### src/rtl/dsp_mac_pipe.sv
// Two-stage signed MAC: M = A*B registered, then a P_WIDTH post-adder/accumulator; latency 2 CE-enabled edges.
// CE low freezes every register, including the valid bits. Optional sticky OVERFLOW port under `DSP_OVERFLOW_EN.
module dsp_mac_pipe #(
  parameter int A_WIDTH = 18,
  parameter int B_WIDTH = 18,
  parameter int P_WIDTH = 48
) (
  input  logic                      CLK,
  input  logic                      RST_N,
  input  logic                      CE,
  input  logic                      IN_VALID,
  input  logic signed [A_WIDTH-1:0] A,
  input  logic signed [B_WIDTH-1:0] B,
  input  logic        [P_WIDTH-1:0] C,
  input  logic        [1:0]         OPMODE,
  output logic        [P_WIDTH-1:0] P,
  output logic                      CARRYOUT,
  output logic                      OUT_VALID
`ifdef DSP_OVERFLOW_EN
  ,
  output logic                      OVERFLOW
`endif
);

  localparam int M_WIDTH = A_WIDTH + B_WIDTH;

  logic signed [M_WIDTH-1:0] m_q, m_d;
  logic        [P_WIDTH-1:0] c_q;
  logic        [1:0]         op_q;
  logic                      vld_q;
  logic        [P_WIDTH-1:0] p_q, p_d;
  logic                      co_q, co_d;
  logic                      out_vld_q;

  logic [P_WIDTH-1:0] ms;
  logic [P_WIDTH-1:0] add_x, add_y;
  logic               add_cin;
  logic [P_WIDTH:0]   sum;

  always_comb m_d = M_WIDTH'(A) * M_WIDTH'(B);

  assign ms = {{(P_WIDTH - M_WIDTH + 1){m_q[M_WIDTH-1]}}, m_q[M_WIDTH-2:0]};

  // Subtract is C + ~Ms + 1, so the top carry is directly the no-borrow flag.
  always_comb begin
    add_x   = '0;
    add_y   = ms;
    add_cin = 1'b0;
    case (op_q)
      2'b00: add_x = '0;
      2'b01: add_x = p_q;
      2'b10: add_x = c_q;
      default: begin
        add_x   = c_q;
        add_y   = ~ms;
        add_cin = 1'b1;
      end
    endcase
    sum  = {1'b0, add_x} + {1'b0, add_y} + {{P_WIDTH{1'b0}}, add_cin};
    p_d  = sum[P_WIDTH-1:0];
    co_d = (op_q == 2'b00) ? 1'b0 : sum[P_WIDTH];
  end

  always_ff @(posedge CLK or negedge RST_N) begin
    if (!RST_N) begin
      m_q       <= '0;
      c_q       <= '0;
      op_q      <= '0;
      vld_q     <= 1'b0;
      p_q       <= '0;
      co_q      <= 1'b0;
      out_vld_q <= 1'b0;
    end else if (CE) begin
      m_q       <= m_d;
      c_q       <= C;
      op_q      <= OPMODE;
      vld_q     <= IN_VALID;
      out_vld_q <= vld_q;
      if (vld_q) begin
        p_q  <= p_d;
        co_q <= co_d;
      end
    end
  end

  assign P         = p_q;
  assign CARRYOUT  = co_q;
  assign OUT_VALID = out_vld_q;

`ifdef DSP_OVERFLOW_EN
  logic [P_WIDTH-1:0] ovf_y;
  logic               ovf_hit;
  logic               ovf_q, ovf_d;

  // Signed overflow: same-sign operands, result sign differs; the subtract's true operand is -Ms.
  always_comb begin
    ovf_y   = (op_q == 2'b11) ? ({P_WIDTH{1'b0}} - ms) : ms;
    ovf_hit = (add_x[P_WIDTH-1] == ovf_y[P_WIDTH-1]) && (p_d[P_WIDTH-1] != add_x[P_WIDTH-1]);
    ovf_d   = (op_q == 2'b00) ? 1'b0 : (ovf_q | ovf_hit);
  end

  always_ff @(posedge CLK or negedge RST_N) begin
    if (!RST_N) begin
      ovf_q <= 1'b0;
    end else if (CE && vld_q) begin
      ovf_q <= ovf_d;
    end
  end

  assign OVERFLOW = ovf_q;
`endif

endmodule

### config.mk
export PLATFORM = sky130hd
export DESIGN_NAME = dsp_mac_pipe
export DESIGN_NICKNAME = d
export VERILOG_FILES = /design/src/rtl/dsp_mac_pipe.sv
export SDC_FILE = /design/constraint.sdc
export NUM_CORES = 1
export LEC_CHECK = 0
export CELL_PAD_IN_SITES_DETAIL_PLACEMENT = 0
export CELL_PAD_IN_SITES_GLOBAL_PLACEMENT = 1
export CORE_ASPECT_RATIO = 1.5
export CORE_MARGIN = 4
export CORE_UTILIZATION = 52
export DETAILED_ROUTE_END_ITERATION = 6
export PLACE_DENSITY_LB_ADDON = 0.12
export SLEW_MARGIN = 10
export SYNTH_ARGS = -nofsm -noshare
export SYNTH_HDL_FRONTEND = slang
export SYNTH_SLANG_ARGS = --single-unit
### constraint.sdc
create_clock -name CLK -period 9.3 [get_ports CLK]
set_input_delay 0.93 -clock CLK [delete_from_list [all_inputs] [get_ports CLK]]
set_output_delay 0.93 -clock CLK [all_outputs]
set_load 0.02 [all_outputs]
After elaboration in Yosys (flattened, before gate mapping)
Index checks and enable logic that the tools add are counted.
{"block": "totals", "ff_bits": 137, "out_inout_bits": 50}
{"block": "classes", "add_sub_neg": 2, "multipliers": 1, "eq_ne": 2, "mux": 4, "n_bitwise": 1, "reduce_logical": 3}
{"operator": "$pmux 48 s2", "n": 1}
{"operator": "$add 48x48->49", "n": 1}
{"operator": "$add 49x1->49", "n": 1}
{"operator": "$mux 48", "n": 1}
{"operator": "$not 48->48", "n": 1}
{"operator": "$mul 18x18->36", "n": 1}
{"operator": "$reduce_or 3->1", "n": 1}
{"operator": "$eq 2x1->1 const B", "n": 1}
{"operator": "$eq 2x2->1 const B", "n": 1}
{"operator": "$logic_not 2->1", "n": 1}
{"operator": "$mux 1", "n": 2}
{"operator": "$reduce_and 2->1", "n": 1}

Longest topological paths before layout
{"block": "logic_depth", "depth_word": 6, "ltp_mapped": 27, "depth_no_buf": 24}

Worst setup path after synthesis
Ideal clock, no wire load.
{"block": "synth_timing", "kind": "input to register", "start": "input port A[17]", "end": "register m_q[33]", "arrival_time_ns": 6.915, "t_required_ns": 9.175, "slack_ns": 2.260, "path_stages": 26, "cell_sequence": "clkbuf_1 -> clkbuf_1 -> nand2_1 -> inv_1 -> fa_1 -> inv_1 -> fa_1 -> inv_1 -> ha_1 -> inv_1 -> fa_1 -> inv_1 -> fa_1 -> inv_1 -> fa_1 -> inv_1 -> ha_1 -> and2_1 -> a22oi_1 -> a21boi_0 -> o211a_1 -> a21oi_1 -> or3_1 -> a21oi_1 -> xnor2_1 -> mux2_2"}
{"block": "synth_via", "elab_chain_len": 1}
{"item": "start, declared", "line": "12", "text": "input logic signed [A_WIDTH-1:0] A,"}
{"item": "$mul 18x18->36", "line": "40", "text": "always_comb m_d = M_WIDTH'(A) * M_WIDTH'(B);"}
{"item": "end signal, assigned", "line": "74", "text": "m_q <= m_d;"}
{"item": "end, declared", "line": "27", "text": "logic signed [M_WIDTH-1:0] m_q, m_d;"}
Every way passes these cells.
A chain may end at the register's enable or synchronous reset.

Final worst setup path
{"block": "layout_timing", "start": "input port B[6]", "end": "register m_q[34]"}
{"block": "layout_via", "elab_chain_len": 1}
{"item": "start, declared", "line": "13", "text": "input logic signed [B_WIDTH-1:0] B,"}
{"item": "$mul 18x18->36", "line": "40"}
Every way passes these cells.

==> run metrics <==
fin crit period=7820 ps; Crit path arrival time=8140 ps; setup_tns=0 ps; status=complete, no violations; top layer used by detailed routing=met4; CTS sink cnt=137; PostCTS Resize Cnt=0; # IOs=140; Final ANT Viol Nets=0; Cells after Synth=2240; Worst R2R Path Depth=12; GRT Util Overall=0.241; slowest cell delay on critical path=870 ps; pin slew with the least headroom to its limit=984 ps; Via density=5.43; vias in the first global route=16593; Commonest cells post-synth=inv_1 (419), fa_1 (330), nand2_1 (247), and2_1 (165), ha_1 (140); Die Y=253 um; share of the synthesized area in the top cell type=0.317; syn nets=2800; Warnings, synthesis=0; DR iter-0 viols=656; Inserted Diodes=0; synthesized area=20800 um^2; final WL=50.4 mm; met2 WL=26.2 mm; RSZ-0062 raised after global routing=false; hold violation total from the final report=0; Setup WS pre-CTS=1120 ps; share of cells above drive strength 1=0.0596; Async S/R FF share, synth=1.00; Routed met3 length=1.47 mm; sequential-to-total area share from yosys stat=0.165; # hold bufs at CTS=0; Clk Latency, worst-skew pair=430 ps; CTS tree=yes; DIE WIDTH=171 um; CP Launch Type=input port; WP data required=9620 ps; Yosys cell types=73; max-slew violations=0; Residual DRC=0; drt first pass iters=5; grt total ovfl=0; NumNets Final=2864; WL met1=21.2 mm; first-pass GRT wire length=83.7 mm; syn_area_per_cell=9.29 um^2; skew final=11.9 ps; Area Overhead vs Synth=11.1%; Num CTS Buffers=17; register bit total from synthesis=137; final RePlAce weighted congestion=0.901; number of flops mapped to enable cells by yosys=0; clock slew at reported path FFs=60 ps; Port Buffer Count=139; initial cell density of the core=0.528; most used cell, CP=fa_1; Core ar.=39400 um^2; max cap viols=0; dpl hpwl=41.4 mm; Longest Clk Path Bufs=2; worst-path cell chain=clkdlybuf4s50_1 -> and2_1 -> fa_1 -> inv_1 -> fa_1 -> fa_1 -> inv_1 -> fa_1 -> fa_1 -> inv_1 -> fa_1 -> inv_1 -> ha_1 -> a21oi_1 -> o21ai_1 -> a221o_1 -> or3_1 -> o2111ai_1 -> a41oi_1 -> a41oi_1 -> nor4_1 -> a211o_1; CP Max Fanout=18; # rows=89; critical path capture point type=flop; Root Driver=clkbuf_16; pin count of the biggest net entering global routing=95; die area=43400 um^2; Area contributors post-synth=fa_1 (32%), dfrtp_1 (16%), ha_1 (8.4%); vias=15285; min setup slack post-route=1480 ps; type of the worst min-delay path=in -> async; drt wl/cell=17.9 um; postcts setup bufs=0; Final Cycle Share=0.841; area leader, netlist=fa_1; Final setup viols=0; most common cell in the netlist=inv_1; Synth Flop Type=dfrtp_1; Setup CP Type=in -> reg; Slowest-stage cell, CP=clkdlybuf4s50_1; initial antenna violation count=0; H-tree Lvls=4; max_slew headroom=0.342; fmax=128 MHz
-- critical path: cells and delay by family --
kind                     cells  cell delay, ps
adder cells (fa/ha/maj)      7            3370
AO/OA/AOI/OAI                7            1920
buffers and inverters        5            1080
AND/OR/NAND/NOR              3             850
-- final cells by class --
cell class	count	area [um^2]
well taps	500	626
repair buffers	147	1450
clock inverters	12	150
flip-flops and latches	137	3430
fillers	3588	16300
clock buffers	20	457
multi-input cells	1582	15400
inverters	419	1570
-- cells in the final DEF (no fill, tap or decap), types with 9 or more instances in the layout --
cell type,count
a21o_1,41
a21oi_1,85
a22o_1,48
and2_1,165
buf_4,9
clkbuf_16,17
clkdlybuf4s50_1,137
dfrtp_1,136
fa_1,330
ha_1,140
inv_1,419
mux2_2,81
nand2_1,245
nand2b_1,13
nand3_1,26
nor2_1,49
o211ai_1,9
o21a_1,11
o21ai_0,81
o21bai_1,10
o31ai_1,9
xnor2_1,83
xor2_1,28
-- through the flow --
stage               hold slack (ps)  instance area (um^2)  utilization  cells
floorplan                       464                 20800            -   2240
global route                    507                 23100        0.586   2817
global placement                475                 22500        0.571   2785
CTS                             491                 23100        0.586   2817
finish                          452                 23100        0.586   2817
detailed placement              477                 22500        0.571   2785
-- logic make-up (layout without fill, tap and decap cells) --
family / after synthesis / in the layout / synth area share
adder cells (fa/ha/maj): 470 / 470 / 0.402
AND/OR/NAND/NOR: 556 / 556 / 0.132
XOR/XNOR: 111 / 111 / 0.0467
buffers and inverters: 521 / 598 / 0.0944
AO/OA/AOI/OAI: 363 / 363 / 0.117
flip-flops: 137 / 137 / 0.165
multiplexers: 82 / 82 / 0.0443
-- final timing paths --
| path | endpoint | slack [ps] | start |
|---|---|---|---|
| max in group asynchronous | c_q[35] | 7510 | RST_N |
| worst max-delay path | m_q[34] | 1480 | B[6] |
| min in group CLK | OUT_VALID | 490 | OUT_VALID |
| worst min register to register | OUT_VALID | 490 | OUT_VALID |
| worst min-delay path | c_q[7] | 450 | RST_N |
| worst max register to register | P[36] | 4700 | op_q[0] |
-- sequential cells by signal, summed over array words and instances (netlist names) --
signal and cells:
P 48, c_q 48, m_q 36, op_q 2, CARRYOUT 1, OUT_VALID 1
vld_q 1
-- per-layer routing --
metal  GRT usage  up-vias
li1            -     7221
met1       0.301     7666
met2       0.439      320
met3      0.0200       78
met4      0.0820        0
met5           0        -
Power is left out: the tool's default activity adds up to more than one toggle a clock period on the data nets, which glitch-free logic cannot reach.
